`src/rtl/muldiv_pkg.sv`:
```
// Shared encodings for the RV32M multiply/divide sequencer.
// Optional MULDIV_FAST_MUL_EN selects a single-cycle multiplier in muldiv_seq.
package muldiv_pkg;

  localparam logic [2:0] F3_MUL    = 3'b000;
  localparam logic [2:0] F3_MULH   = 3'b001;
  localparam logic [2:0] F3_MULHSU = 3'b010;
  localparam logic [2:0] F3_MULHU  = 3'b011;
  localparam logic [2:0] F3_DIV    = 3'b100;
  localparam logic [2:0] F3_DIVU   = 3'b101;
  localparam logic [2:0] F3_REM    = 3'b110;
  localparam logic [2:0] F3_REMU   = 3'b111;

  typedef enum logic [1:0] {
    S_IDLE = 2'd0,
    S_CALC = 2'd1,
    S_FIX  = 2'd2,
    S_DONE = 2'd3
  } state_t;

  // Fill bits: x/0 quotient is all ones, overflow remainder is all zeros.
  localparam logic DIVZ_Q_FILL = 1'b1;
  localparam logic OVF_R_FILL  = 1'b0;

  function automatic logic rs1_signed(input logic [2:0] f3);
    return (f3 == F3_MULH) || (f3 == F3_MULHSU) ||
           (f3 == F3_DIV)  || (f3 == F3_REM);
  endfunction

  function automatic logic rs2_signed(input logic [2:0] f3);
    return (f3 == F3_MULH) || (f3 == F3_DIV) ||
           (f3 == F3_REM);
  endfunction

endpackage

```
`src/rtl/muldiv_iter_step.sv`:
```
// One combinational iteration: shift-add multiply or
// restoring-division step over a shared {hi, lo} accumulator.
module muldiv_iter_step #(
  parameter int DATA_WIDTH = 32
) (
  input  logic                      i_is_div,
  input  logic [2*DATA_WIDTH-1:0]   i_acc,
  input  logic [DATA_WIDTH-1:0]     i_opnd,
  output logic [2*DATA_WIDTH-1:0]   o_acc
);

  localparam int W = DATA_WIDTH;

  logic [W:0] w_sum;
  logic [W:0] w_shl;
  logic [W:0] w_diff;

  always_comb begin
    w_sum  = {1'b0, i_acc[2*W-1:W]}
           + (i_acc[0] ? {1'b0, i_opnd} : {(W+1){1'b0}});
    w_shl  = i_acc[2*W-1:W-1];
    w_diff = w_shl - {1'b0, i_opnd};
    if (!i_is_div)
      o_acc = {w_sum, i_acc[W-1:1]};
    else if (w_diff[W])
      o_acc = {w_shl[W-1:0], i_acc[W-2:0], 1'b0};
    else
      o_acc = {w_diff[W-1:0], i_acc[W-2:0], 1'b1};
  end

endmodule

```
`src/rtl/muldiv_seq.sv`:
```
// RV32M MUL/DIV/REM sequencer for the EX stage, one bit per cycle.
// Define MULDIV_FAST_MUL_EN for single-cycle multiplies.
module muldiv_seq
  import muldiv_pkg::*;
#(
  parameter int DATA_WIDTH = 32
) (
  input  logic                  clk,
  input  logic                  n_rst,
  input  logic                  i_start,
  input  logic [2:0]            i_Funct3,
  input  logic [DATA_WIDTH-1:0] i_Read1,
  input  logic [DATA_WIDTH-1:0] i_Read2,
  input  logic                  i_kill,
  output logic                  o_Busy,
  output logic                  o_Done,
  output logic [DATA_WIDTH-1:0] o_Result
);

  localparam int W  = DATA_WIDTH;
  localparam int CW = $clog2(W) + 1;

  state_t           r_state;
  logic [CW-1:0]    r_cnt;
  logic [2*W-1:0]   r_acc;
  logic [W-1:0]     r_opnd;
  logic [2:0]       r_f3;
  logic             r_neg_q;
  logic             r_neg_r;
  logic             r_done;
  logic [W-1:0]     r_result;

  logic             w_s1, w_s2;
  logic [W-1:0]     w_mag1, w_mag2;
  logic             w_divz, w_ovf;
  logic [W-1:0]     w_spec_res;
  logic [2*W-1:0]   w_step;
  logic [2*W-1:0]   w_prod;
  logic [W-1:0]     w_quot, w_rem;
  logic [W-1:0]     w_fix_res;

  assign w_s1   = rs1_signed(i_Funct3) & i_Read1[W-1];
  assign w_s2   = rs2_signed(i_Funct3) & i_Read2[W-1];
  assign w_mag1 = w_s1 ? -i_Read1 : i_Read1;
  assign w_mag2 = w_s2 ? -i_Read2 : i_Read2;

  assign w_divz = i_Funct3[2] & (i_Read2 == '0);
  assign w_ovf  = ((i_Funct3 == F3_DIV) || (i_Funct3 == F3_REM))
                & (i_Read1 == {1'b1, {(W-1){1'b0}}})
                & (i_Read2 == '1);

  // Overflow quotient equals rs1 (the most negative value).
  assign w_spec_res = w_divz
    ? (i_Funct3[1] ? i_Read1 : {W{DIVZ_Q_FILL}})
    : (i_Funct3[1] ? {W{OVF_R_FILL}} : i_Read1);

  muldiv_iter_step #(.DATA_WIDTH(W)) u_step (
    .i_is_div (r_f3[2]),
    .i_acc    (r_acc),
    .i_opnd   (r_opnd),
    .o_acc    (w_step)
  );

  assign w_prod = r_neg_q ? -r_acc : r_acc;
  assign w_quot = r_neg_q ? -r_acc[W-1:0] : r_acc[W-1:0];
  assign w_rem  = r_neg_r ? -r_acc[2*W-1:W] : r_acc[2*W-1:W];

  always_comb begin
    w_fix_res = w_rem;
    unique case (r_f3)
      F3_MUL:                       w_fix_res = w_prod[W-1:0];
      F3_MULH, F3_MULHSU, F3_MULHU: w_fix_res = w_prod[2*W-1:W];
      F3_DIV, F3_DIVU:              w_fix_res = w_quot;
      default:                      w_fix_res = w_rem;
    endcase
  end

`ifdef MULDIV_FAST_MUL_EN
  logic signed [2*W-1:0] w_fa, w_fb, w_fp;
  logic [W-1:0]          w_fast_res;
  assign w_fa = {{W{rs1_signed(i_Funct3) & i_Read1[W-1]}}, i_Read1};
  assign w_fb = {{W{rs2_signed(i_Funct3) & i_Read2[W-1]}}, i_Read2};
  assign w_fp = w_fa * w_fb;
  assign w_fast_res = (i_Funct3 == F3_MUL) ? w_fp[W-1:0] : w_fp[2*W-1:W];
`endif

  assign o_Busy = ((r_state == S_IDLE) & i_start & ~i_kill)
                | (r_state == S_CALC) | (r_state == S_FIX);
  assign o_Done   = r_done;
  assign o_Result = r_result;

  always_ff @(posedge clk or negedge n_rst) begin
    if (!n_rst) begin
      r_state  <= S_IDLE;
      r_cnt    <= '0;
      r_acc    <= '0;
      r_opnd   <= '0;
      r_f3     <= '0;
      r_neg_q  <= 1'b0;
      r_neg_r  <= 1'b0;
      r_done   <= 1'b0;
      r_result <= '0;
    end else if (i_kill) begin
      r_state <= S_IDLE;
      r_done  <= 1'b0;
    end else begin
      unique case (r_state)
        S_IDLE: begin
          r_done <= 1'b0;
          if (i_start) begin
            r_f3    <= i_Funct3;
            r_neg_q <= w_s1 ^ w_s2;
            r_neg_r <= w_s1;
            r_cnt   <= CW'(W);
            r_acc   <= {{W{1'b0}}, w_mag1};
            r_opnd  <= w_mag2;
            if (w_divz || w_ovf) begin
              r_result <= w_spec_res;
              r_done   <= 1'b1;
              r_state  <= S_DONE;
`ifdef MULDIV_FAST_MUL_EN
            end else if (!i_Funct3[2]) begin
              r_result <= w_fast_res;
              r_done   <= 1'b1;
              r_state  <= S_DONE;
`endif
            end else begin
              r_state <= S_CALC;
            end
          end
        end
        S_CALC: begin
          r_acc <= w_step;
          r_cnt <= r_cnt - CW'(1);
          if (r_cnt == CW'(1))
            r_state <= S_FIX;
        end
        S_FIX: begin
          r_result <= w_fix_res;
          r_done   <= 1'b1;
          r_state  <= S_DONE;
        end
        S_DONE: begin
          r_done  <= 1'b0;
          r_state <= S_IDLE;
        end
      endcase
    end
  end

endmodule

```
`config.mk`:
```
export PLATFORM = sky130hd
export DESIGN_NAME = muldiv_seq
export DESIGN_NICKNAME = d
export VERILOG_FILES = /design/src/rtl/muldiv_pkg.sv /design/src/rtl/muldiv_iter_step.sv /design/src/rtl/muldiv_seq.sv
export SDC_FILE = /design/constraint.sdc
export NUM_CORES = 1
export LEC_CHECK = 0
export ABC_CLOCK_PERIOD_IN_PS = 4800
export BUFFER_PORTS_ARGS = -buffer_cell sky130_fd_sc_hd__buf_2
export CORE_MARGIN = 3
export CORE_UTILIZATION = 45
export DETAILED_ROUTE_END_ITERATION = 10
export GPL_TIMING_DRIVEN = 0
export SLEW_MARGIN = 20
export SYNTH_ARGS = -nofsm -noshare
export SYNTH_HDL_FRONTEND = slang
export SYNTH_SLANG_ARGS = --single-unit
```
`constraint.sdc`:
```
create_clock -name clk -period 4.8 [get_ports clk]
set_input_delay 0.48 -clock clk [delete_from_list [all_inputs] [get_ports clk]]
set_output_delay 0.48 -clock clk [all_outputs]
set_load 0.005 [all_outputs]
```
==> results of run 1 <==
==> power by group through the flow <==
| stage | combinational [W] | sequential [W] | clock (W) |
|---|---|---|---|
| CTS | 0.00848 | 0.00233 | 0.00143 |
| floorplan | 0.00592 | 0.00209 | 0 |
| global route | 0.00945 | 0.00241 | 0.00148 |
| detailed placement | 0.00843 | 0.00234 | 0 |
| global placement | 0.00839 | 0.00233 | 0 |
| finish | 0.00876 | 0.00236 | 0.00142 |
==> metal layers <==
layer  global-route usage [%]  part of all wire [%]  up-vias
met2                     49.7                    41      857
met1                     49.6                    45     7757
met3                     10.5                    11      143
met5                        0                     0        -
li1                         -                     -     7491
met4                     12.5                   3.5        0
==> kinds of logic after synthesis <==
family / Yosys count
compound gates: 642
buf+inv: 212
fa+ha+maj: 97
flops: 142
mux: 62
xor+xnor: 176
simple gates: 661
==> path summary, 6_finish.rpt <==
path,startpoint,end,slack (ns),cells past startpoint
max in group asynchronous,n_rst,o_Result[11],3.42,3
setup / recovery,r_acc[31],r_acc[54],0.15,13
min in group asynchronous,n_rst,r_opnd[21],0.53,2
hold / removal,i_Read2[31],r_opnd[31],0.31,3
setup reg to reg,r_acc[31],r_acc[54],0.15,13
hold reg to reg,o_Result[16],o_Result[16],0.47,1
==> sequential cells by signal (all words and copies together), names as in the netlist <==
register	cells
r_f3	3
o_Done	1
r_cnt	6
r_state	2
o_Result	32
r_opnd	32
r_neg_q	1
r_acc	64
r_neg_r	1
==> critical path, cell delays in order (launching register included) <==
cell,delay [ns]
dfrtp_1,0.39
inv_1,0.22
ha_1,0.28
fa_1,0.24
nor2b_1,0.08
o31a_1,0.33
o211ai_1,0.44
nand4_1,0.33
a21oi_1,0.37
nor3_1,0.16
xnor2_2,0.59
clkbuf_1,0.67
mux2i_1,0.29
o21ai_0,0.11
==> layout by cell type (no fill, tap or decap), drive strengths merged, types with 21 or more instances in the layout <==
| master | count |
|---|---|
| inv | 77 |
| xnor2 | 84 |
| o21ai | 236 |
| o31ai | 37 |
| mux2i | 58 |
| dfrtp | 142 |
| a22oi | 21 |
| nand2 | 261 |
| nor3 | 57 |
| nand3 | 25 |
| buf | 115 |
| ha | 75 |
| or2 | 21 |
| xor2 | 92 |
| or3 | 34 |
| a21o | 30 |
| a21oi | 127 |
| nor2 | 144 |
| clkbuf | 147 |
| a221oi | 23 |
==> layout make-up <==
class	count	area, sq um	share of cell area, %
multi-input combinational	1638	10500	63.5
buffer	140	536	3.23
sequential	142	3550	21.4
clock inverter	13	151	0.912
inverter	72	270	1.63
tap	435	544	3.28
timing repair buffer	104	558	3.36
clock buffer	19	443	2.67
==> timing repair <==
action	4_1_cts	5_1_grt
resized for setup	1	3
setup endpoints to repair	1	2
endpoints found under the hold margin	51	0
hold buffers	1	0
==> stage by stage <==
step	power [W]	setup WS, ns	utilization (%)	instance area, sq um	cells
2_1_floorplan	0.00801	1.56	-	14900	1992
3_3_place_gp	0.0107	-0.0172	49.7	15900	2529
3_5_place_dp	0.0108	0.0350	49.8	16000	2530
4_1_cts	0.0122	0.291	51.8	16600	2563
5_1_grt	0.0133	0.00761	51.8	16600	2563
6_report	0.0125	0.149	51.8	16600	2563
==> results.ini, run 1 <==
[routing]
ant_nets=0
drt-total-wl_mm=63.2
drt_iter0_drc=1594
detail_route.vias_per_cell=6.34
vias=16200
routedWlPerCell_um=24.6
drc=0
drt-pass1-iter-count=7

[synthesis]
synth_seq_cells=142
synth.distinct_cells=75
netlist_area_sq_mm=0.0149
yosys_most_used_dff=dfrtp_1
synth-simple-area-share_pct=21.0
avgSynthCellArea_sq_um=7.46
synthTopCellsByArea=dfrtp_1 (24%), o21ai_0 (7.7%), nand2_1 (6.6%), ha_1 (6.3%), xor2_1 (5.4%)
yosysWarnings=0
synth_edf_count=0
synth.most_common_cell=nand2_1
yosys-top-cells-count=nand2_1 (261), o21ai_0 (229), nor2_1 (144)
synthAdderAreaFrac_pct=7.93
yosysTopAreaCell=dfrtp_1
syn_inst=1992
seq_area_frac_synth_pct=23.9
synth_top_family_by_area=compound AO/OA/AOI/OAI gates
synth_compound_area_share_pct=27.2
synth-xor-area-share_pct=10.4
netlist.area_leader.share_pct=23.9
async_reset_ff_share_pct=100
muxShareOfSynthArea_pct=4.21
syn_nets=2140

[die]
num_io_pins=105
die_w_um=188
dieArea_sq_mm=0.0353
start_util_pct=46.4
rows=65
die_h_um=188
fp.coreArea_sq_mm=0.0320

[power]
max-vdd-ir-drop_uv=343
p_leak_nw=7.11
power_frac_seq_pct=18.8
p_sw_w=0.00702
power.share.clock_pct=11.3
cellInternalPower_w=0.00553
swShare_pct=56.0
p_per_area_mw_per_mm2=756
comb_power_share_pct=69.8

[final_layout]
nNetsFinal=2263
syn_to_final_growth_pct=11.6
antennaDiodeCount=0
fill_cells=3305
drive_gt1_share_pct=8.60

[setup_path]
crit_required_ns=5.12
cp-start-kind=flip-flop
cp.arrival_ns=4.97
crit_type=flip-flop to flip-flop
critPathCaptureType=flip-flop
cp_max_fo=10

[status]
status=completed

[timing]
max_slew_margin_pct=33.2
slew_viol_final=0
finClkSkew_ns=0.0142
finalCriticalPeriod_ns=4.65
setup_tns_ns=0
rsz0062_at_grt=no
max_freq_mhz=215
setup_viol=0
hold-worst-slack_ns=0.314
tightestPinTransition_ns=0.992
period_share_pct=96.9
hold_violations=0

[grt]
grt_remaining_overflow=0
grt_max_degree=92
grt_pass1_wl_mm=93.7
grt_pass1_vias=15100
grtUsageTotal_pct=34.8
antenna_found_initial=1

[clocking]
clock_tree.htree_level_count=4
path_clk_slew_ns=0.07
clock_latency_ns=0.47
clk_path_buf_depth=2
cts_root_buf=clkbuf_16
clock-sinks=142
post_cts_buffers=0
cts_tree=built
cts-buffers-inserted=17

[placed_design]
dp_hpwl_mm=49.6
globalplace.congestion=1.03
io_buffers=102

[job]
drv_cap=0

[min_path]
hold_class=primary input to flip-flop

Note: power is estimated with default switching activity, not from simulation.
==> run 2, diff against run 1 <==
- CAP_MARGIN: unset -> 10
- CORE_ASPECT_RATIO: unset -> 0.9
==> run 2 against run 1 <==
  * Global-route usage increased by 1.3 points
  * First-iteration DRC count increased by 21%
  * Sequential share of layout area increased by 0.063 points
  * Register-to-register slack improved by 0.02 ns
  * Fmax increased by 0.49%
  * Worst setup slack improved by 0.023 ns
  * Flip-flop and latch count unchanged
==> results.ini, run 2 (synthesis results as in run 1) <==
[routing]
vias=16500
detail_route.vias_per_cell=6.48
drt-total-wl_mm=64.0
drt-pass1-iter-count=6
ant_nets=0
routedWlPerCell_um=25.2
drt_iter0_drc=1921
drc=0

[status]
status=completed

[die]
fp.coreArea_sq_mm=0.0323
rows=62
die_w_um=198
dieArea_sq_mm=0.0353
num_io_pins=105
die_h_um=178
start_util_pct=46.1

[power]
comb_power_share_pct=70.3
max-vdd-ir-drop_uv=357
p_per_area_mw_per_mm2=754
swShare_pct=56.1
p_leak_nw=7.10
cellInternalPower_w=0.00548
power.share.clock_pct=10.7
p_sw_w=0.00699
power_frac_seq_pct=19.0

[timing]
hold-worst-slack_ns=0.305
finalCriticalPeriod_ns=4.63
setup_tns_ns=0
setup_viol=0
slew_viol_final=0
max_slew_margin_pct=32.0
max_freq_mhz=216
rsz0062_at_grt=no
finClkSkew_ns=0.0116
tightestPinTransition_ns=1.02
period_share_pct=96.4
hold_violations=0

[clocking]
clk_path_buf_depth=2
cts-buffers-inserted=17
clock-sinks=142
cts_root_buf=clkbuf_16
cts_tree=built
post_cts_buffers=0
clock_latency_ns=0.47
clock_tree.htree_level_count=4
path_clk_slew_ns=0.07

[grt]
grtUsageTotal_pct=36.1
antenna_found_initial=3
grt_max_degree=89
grt_pass1_vias=15200
grt_pass1_wl_mm=95.0
grt_remaining_overflow=0

[setup_path]
cp.depth=13
cp.arrival_ns=4.96
crit_type=flip-flop to flip-flop
crit_path_top_delay_cell=dfrtp_1
critPathCaptureType=flip-flop
rr_worst_depth=13
crit_required_ns=5.13
path_buf_inv=4
r2r_end=o_Result[30]
cpLargestDelayFamily=buffers and inverters
max_stage_delay_ns=0.54
cp-start-kind=flip-flop
cp_max_fo=10
worstPathCellList=inv_1 > clkbuf_1 > ha_1 > nand4b_1 > or2_1 > clkbuf_1 > or3_1 > buf_2 > o21ai_0 > xor2_1 > a22oi_1 > a31oi_1 > o21ai_0
r2r-start=r_acc[0]
regToRegSetupSlack_ns=0.17

[min_path]
holdPathEnd=r_opnd[31]
min_from=i_Read2[31]
hold_class=primary input to flip-flop
hold_depth=3

[final_layout]
syn_to_final_growth_pct=11.3
regArea_sq_mm=0.00355
drive_gt1_share_pct=8.51
fill_cells=3338
largest_reg_flops=64
nNetsFinal=2263
top_register=r_acc
final_common_cell=nand2_1
final_cell_mix=nand2_1 (261), o21ai_0 (228), nor2_1 (144), dfrtp_1 (142), clkbuf_1 (129)
multi_input_area_sq_mm=0.0105

[placed_design]
io_buffers=102
globalplace.congestion=1.02
dp_hpwl_mm=50.7

[job]
drv_cap=0

[run 2: power by group through the flow]
stage | clock, W | sequential [W] | combinational, W
after global placement | 0 | 0.00235 | 0.00837
after CTS | 0.00135 | 0.00234 | 0.00845
after global routing | 0.00140 | 0.00243 | 0.00948
final | 0.00133 | 0.00238 | 0.00876
after floorplan | 0 | 0.00209 | 0.00592
after detailed placement | 0 | 0.00236 | 0.00840
[run 2: how the worst max path moves through the flow]
stage,start,end,slack (ns)
3_3_place_gp,r_acc[31],r_acc[53],0.21
6_report,r_acc[0],o_Result[30],0.17
2_1_floorplan,r_acc[48],r_acc[33],1.56
4_1_cts,r_acc[31],r_acc[53],0.14
5_1_grt,r_acc[0],o_Result[30],0.04
3_5_place_dp,r_acc[31],r_acc[53],0.20
[run 2: worst reg2reg max path, cell delays in order (launching register included)]
cell	delay, ns
dfrtp_1	0.54
inv_1	0.36
clkbuf_1	0.53
ha_1	0.38
nand4b_1	0.28
or2_1	0.32
clkbuf_1	0.19
or3_1	0.49
buf_2	0.29
o21ai_0	0.23
xor2_1	0.20
a22oi_1	0.11
a31oi_1	0.44
o21ai_0	0.13
[run 2: cell type report]
cell class                      instances  area share [%]
Multi-Input combinational cell       1638            63.7
Sequential cell                       142            21.5
Timing Repair Buffer                  104            3.37
Buffer                                140            3.23
Tap cell                              416            3.15
Clock buffer                           20            2.76
Inverter                               72            1.63
Clock inverter                         11           0.658
Antenna cell                            2          0.0303
[run 2: timing repair]
item	in CTS	in global routing
hold buffers	1	0
resized for setup	0	3
endpoints found under the hold margin	54	0
setup endpoints to repair	0	12
[run 2: through the flow]
step                      setup WS (ns)  util (%)  instances  total power (W)  instance area, sq um
final                             0.172      51.3       2545           0.0125                 16500
after global routing             0.0385      51.2       2543           0.0133                 16500
after CTS                         0.144      51.2       2543           0.0121                 16500
after detailed placement          0.204      49.4       2511           0.0108                 15900
after global placement            0.213      49.3       2510           0.0107                 15900
after floorplan                    1.56         -       1992          0.00801                 14900
[run 2: layer usage]
| metal | part of all wire [%] | up-vias | track usage [%] |
|---|---|---|---|
| met2 | 39 | 904 | 49.9 |
| li1 | - | 7506 | - |
| met4 | 3.4 | 4 | 12.6 |
| met3 | 12 | 123 | 12.6 |
| met1 | 45 | 7943 | 51.6 |
| met5 | 0.28 | - | 2.56 |
